**config.mk**
```make
export PLATFORM = sky130hd
export DESIGN_NAME = full_adder_core
export DESIGN_NICKNAME = d
export VERILOG_FILES = /design/src/rtl/full_adder_core.sv
export SDC_FILE = /design/constraint.sdc
export NUM_CORES = 1
export LEC_CHECK = 0
export CAP_MARGIN = 5
export CORE_AREA = 8 8 45 47
export CTS_CLUSTER_DIAMETER = 40
export CTS_CLUSTER_SIZE = 25
export DETAILED_ROUTE_END_ITERATION = 10
export DIE_AREA = 0 0 53 55
export MAX_ROUTING_LAYER = met4
export SLEW_MARGIN = 5
export SYNTH_ARGS = -nofsm -noshare
export SYNTH_HDL_FRONTEND = slang
export SYNTH_SLANG_ARGS = --single-unit
```
**constraint.sdc**
```tcl
create_clock -name clk -period 1.63 [get_ports clk]
set_input_delay 0.326 -clock clk [delete_from_list [all_inputs] [get_ports clk]]
set_output_delay 0.326 -clock clk [all_outputs]
set_load 0.01 [all_outputs]
```
**src/rtl/full_adder_core.sv**
```systemverilog
// Parameterised ripple-carry adder: {carry_out, sum} = a + b + c_in.
// Optional output register stage with a one-cycle valid strobe.
module full_adder_core #(
  parameter int unsigned WIDTH   = 1,
  parameter bit          REG_OUT = 1'b1
) (
  input  logic             clk,
  input  logic             rst_n,
  input  logic             in_valid,
  input  logic [WIDTH-1:0] a,
  input  logic [WIDTH-1:0] b,
  input  logic             c_in,
  output logic [WIDTH-1:0] sum,
  output logic             carry_out,
  output logic             out_valid
);

  logic [WIDTH:0]   c;
  logic [WIDTH-1:0] s;

  assign c[0] = c_in;

  // Ripple chain of identical full-adder bit cells
  for (genvar i = 0; i < int'(WIDTH); i++) begin : g_cell
    assign s[i]   = a[i] ^ b[i] ^ c[i];
    assign c[i+1] = (a[i] & b[i]) | (a[i] & c[i]) | (b[i] & c[i]);
  end

  if (REG_OUT) begin : g_reg
    // Result holds while in_valid is low; valid strobe lasts one cycle
    always_ff @(posedge clk) begin
      if (!rst_n) begin
        sum       <= '0;
        carry_out <= 1'b0;
        out_valid <= 1'b0;
      end else begin
        out_valid <= in_valid;
        if (in_valid) begin
          sum       <= s;
          carry_out <= c[WIDTH];
        end
      end
    end
  end else begin : g_comb
    logic unused_clk;
    assign unused_clk = clk;
    assign sum        = s;
    assign carry_out  = c[WIDTH];
    assign out_valid  = in_valid & rst_n;
  end

endmodule

```
# Word-level counts from Yosys, hierarchy flattened
# Cells that the tools add are included.
totals:
  latch_bits: 0
  output_inout_bits: 3
  inputBits: 6
  n_memories: 0
  romBits: 0
  ram_bits: 0
  elab_cells: 10
  regBits: 3
classes:
  reduce_logical: 0
  bitwise_logic: 7
  div_mod_pow: 0
  shift: 0
  magnitude_cmp: 0
  eq_ne: 0
  add_sub_neg: 0
  n_mux: 0
  n_mul: 0
ops:
  columns: ["cell", "n"]
  rows:
  - ["AND 1 bit", 3]
  - ["bitwise OR 1 bit", 2]
  - ["bitwise XOR 1 bit", 2]

# Depth between registers and ports, before layout
# Gate-level depths: netlist (run 1).
depth:
  depth_word: 3
  mapped_depth: 3
  ltp_nobuf: 3

# Worst setup path before layout (run 1)
# No wires, ideal clock.
synth_timing:
  path_type: "in2reg"
  startpoint: "input a"
  endpoint: "register sum"
  required_time_ns: 1.514
  slack_ns: 0.561
  setup_time_ns: 0.116
  arrival_ns: 0.953
  path_buffers: 0
  cell_stages: 3
  cell_sequence: "fa_1 -> mux2i_1 -> nor2b_1"
synth_via:
  elab_chain_len: 2
synth_rtl:
  columns: ["item", "line_no", "source"]
  rows:
  - ["start: declaration", "10", "input logic [WIDTH-1:0] a,"]
  - ["bitwise XOR 1 bit (2 in series)", "25", "assign s[i] = a[i] ^ b[i] ^ c[i];"]
  - ["end signal: assignment", "39", "sum <= s;"]
  - ["end: declaration", "13", "output logic [WIDTH-1:0] sum,"]
# Every way passes these cells.
# A chain may end at the register's enable or synchronous reset.

# Worst setup path in the final report (run 1)
layout_timing:
  startpoint: "register carry_out"
  endpoint: "output carry_out"
layout_rtl:
  columns: ["item", "line_no", "source"]
  rows:
  - ["start: declaration", "14", "output logic carry_out,"]
  - ["start signal: assignment", "40", "carry_out <= c[WIDTH];"]
# No word-level cell between the ends.

==> flow_summary.ini, run 1 <==
[yosys]
synth_top_family_by_area = simple AND/OR/NAND/NOR gates
synthSimpleGateAreaFrac_pct = 16.7
synthTopCellsByArea = dfxtp_1 (50%), fa_1 (17%), mux2i_1 (17%)
yosysTopAreaCellShare_pct = 50.0
muxShareOfSynthArea_pct = 16.7
seq_area_frac_synth_pct = 50.0
synthCells = 9
yosys_warnings = 0
synth_top_cell_by_area = dfxtp_1
synth_compound_area_share_pct = 0
synthAdderAreaFrac_pct = 16.7
syn_area_sq_um = 120
postSynthAreaPerCell_sq_um = 13.3
syn_nets = 16
ys_types = 5
synth_seq_cells = 3
synth_xor_xnor_area_share_pct = 0

[timing]
slew_violations = 0
holdWs_ps = 524
layout_min_cycle_time_ps = 1430
slew_headroom_pct = 92.0
rsz0062_at_grt = false
fin_setup_tns_ps = 0
hold_violations = 0
worst_slew_pin_slew_ps = 116
min_period_over_period_pct = 87.6
clock_skew_ps = 0
setup_violations = 0
max_freq_mhz = 700

[place]
io_buffers = 8
gp_congestion = 0.519

[critical_path]
critPathTopFamily = buffers and inverters
crit_chain = clkdlybuf4s50_1
slowest_stage = clkdlybuf4s50_1
critical_path_class = reg2out
crit_arrival_ps = 1100
reg2reg_depth = 2
cp_num_cells = 1
worstPathRequired_ps = 1300
cp-end-kind = primary output
cp_slowest_stage_delay_ps = 540
critPathBufInv = 1
startpoint_type = register
critPathMaxFanout = 2

[power_and_ir_drop]
leakagePower_uw = 0.0000961
peakVddDrop_mv = 0.207
power.density_nw_per_um2 = 1030

[global_route]
overflow = 0
grt_pass1_vias = 122
grt_usage_pct = 2.99
antenna_found_initial = 0
grt_pass1_wl_microns = 483
grt_max_degree = 4

[layout]
layout_common_cells = clkdlybuf4s50_1 (8), dfxtp_1 (3), clkbuf_4 (3), mux2i_1 (2), nor2b_1 (2)
synthToLayoutAreaGrowth_pct = 105
drive_gt1_share_pct = 19.0
layout_commonest_cell = clkdlybuf4s50_1
finalNetCount = 29
final_core_util_pct = 17.8
num_antenna_cells = 0

[routing]
vias_per_cell = 2.84
drt_wl_total_microns = 312
drtIter0Drc = 1
drt-pass1-iter-count = 3
wire_per_inst_microns = 8.43
drc = 0
postRouteAntennaNets = 0
num_vias = 105

[clock_network]
hold_buffers = 0
cts_resized = 0
clk_pin_slew_ps = 40
htreeDepth = 1
cts_tree = done
cts_setup_buffers = 0
clock-root-buffer = clkbuf_4
cts.sinks = 3
numCtsBuffers = 3
clock_latency_ps = 230
clockBufferDepth = 2

[worst_hold_path]
hp-class = reg2reg
min_path_cells = 2

[floorplan]
die_w_microns = 53
die_h_microns = 55
start_util_pct = 8.68
coreArea_sq_um = 1380
design.die.area_sq_um = 2920
pin_count = 9
rows = 14

[run]
cap_violations = 0

[outcome]
status = finished, final reports clean
==> worst paths after layout <==
kind,from,end,slack (ps)
max,carry_out$_SDFFE_PN0P_,carry_out,200
min,sum$_SDFFE_PN0P_,sum$_SDFFE_PN0P_,520
max reg2reg,carry_out$_SDFFE_PN0P_,carry_out$_SDFFE_PN0P_,1040
min reg2reg,sum$_SDFFE_PN0P_,sum$_SDFFE_PN0P_,520
==> cell type report <==
type,count,area (sq um)
Tap cell,16,20.0
Clock buffer,4,26.3
Sequential cell,3,60.1
Fill cell,149,1140
Multi-Input combinational cell,6,60.1
Timing Repair Buffer,8,80.1
==> registers in the layout (all words and copies together) (netlist names) <==
name,cells
carry_out,1
out_valid,1
sum,1
==> report_power, final <==
part	internal, uW	total, uW	switching [uW]	leakage [uW]
clock network	91.8	131	38.9	0.0000150
logic	27.1	40.3	13.2	0.0000563
registers	79.2	81.8	2.52	0.0000249
==> cells in the mapped netlist (all sizes together) <==
library cell	n
nor2b	2
fa	1
and2	1
mux2i	2
dfxtp	3
==> per-stage QoR <==
step	setup slack, ps	cells	area [sq um]	power, uW
6_report	202	37	246	253
5_1_grt	150	37	246	275
4_1_cts	188	37	246	260
3_5_place_dp	51.1	33	220	124
3_3_place_gp	87.6	33	220	122
2_1_floorplan	561	9	120	95.1
==> kinds of logic after synthesis <==
| family | count (synthesis) |
|---|---|
| adder cells (fa/ha/maj) | 1 |
| AND/OR/NAND/NOR | 3 |
| flip-flops | 3 |
| multiplexers | 2 |
==> layer usage <==
| metal | up-vias | part of all wire [%] | track usage, % |
|---|---|---|---|
| li1 | 53 | - | - |
| met5 | - | 0 | - |
| met1 | 41 | 58 | 3.20 |
| met3 | 0 | 21 | 4.81 |
| met2 | 11 | 21 | 2.15 |
| met4 | 0 | 0 | 1.29 |
No activity file was read; power rests on OpenSTA's default activity.
==> run 2, diff against run 1 <==
--- a/config.mk
+++ b/config.mk
@@ -12,6 +12,7 @@
 export DETAILED_ROUTE_END_ITERATION = 10
 export DIE_AREA = 0 0 53 55
 export MAX_ROUTING_LAYER = met4
+export SKIP_LAST_GASP = 1
 export SLEW_MARGIN = 5
 export SYNTH_ARGS = -nofsm -noshare
 export SYNTH_HDL_FRONTEND = slang
==> results of run 2 <==
No change in the layout: final DEF, timing and power equal those of run 1.
==> run 3, diff against run 2 <==
--- a/config.mk
+++ b/config.mk
@@ -8,7 +8,7 @@
 export CAP_MARGIN = 5
 export CORE_AREA = 8 8 45 47
 export CTS_CLUSTER_DIAMETER = 40
-export CTS_CLUSTER_SIZE = 25
+export CTS_CLUSTER_SIZE = 16
 export DETAILED_ROUTE_END_ITERATION = 10
 export DIE_AREA = 0 0 53 55
 export MAX_ROUTING_LAYER = met4
==> results of run 3 <==
No change in the layout: final DEF, timing and power equal those of run 1.
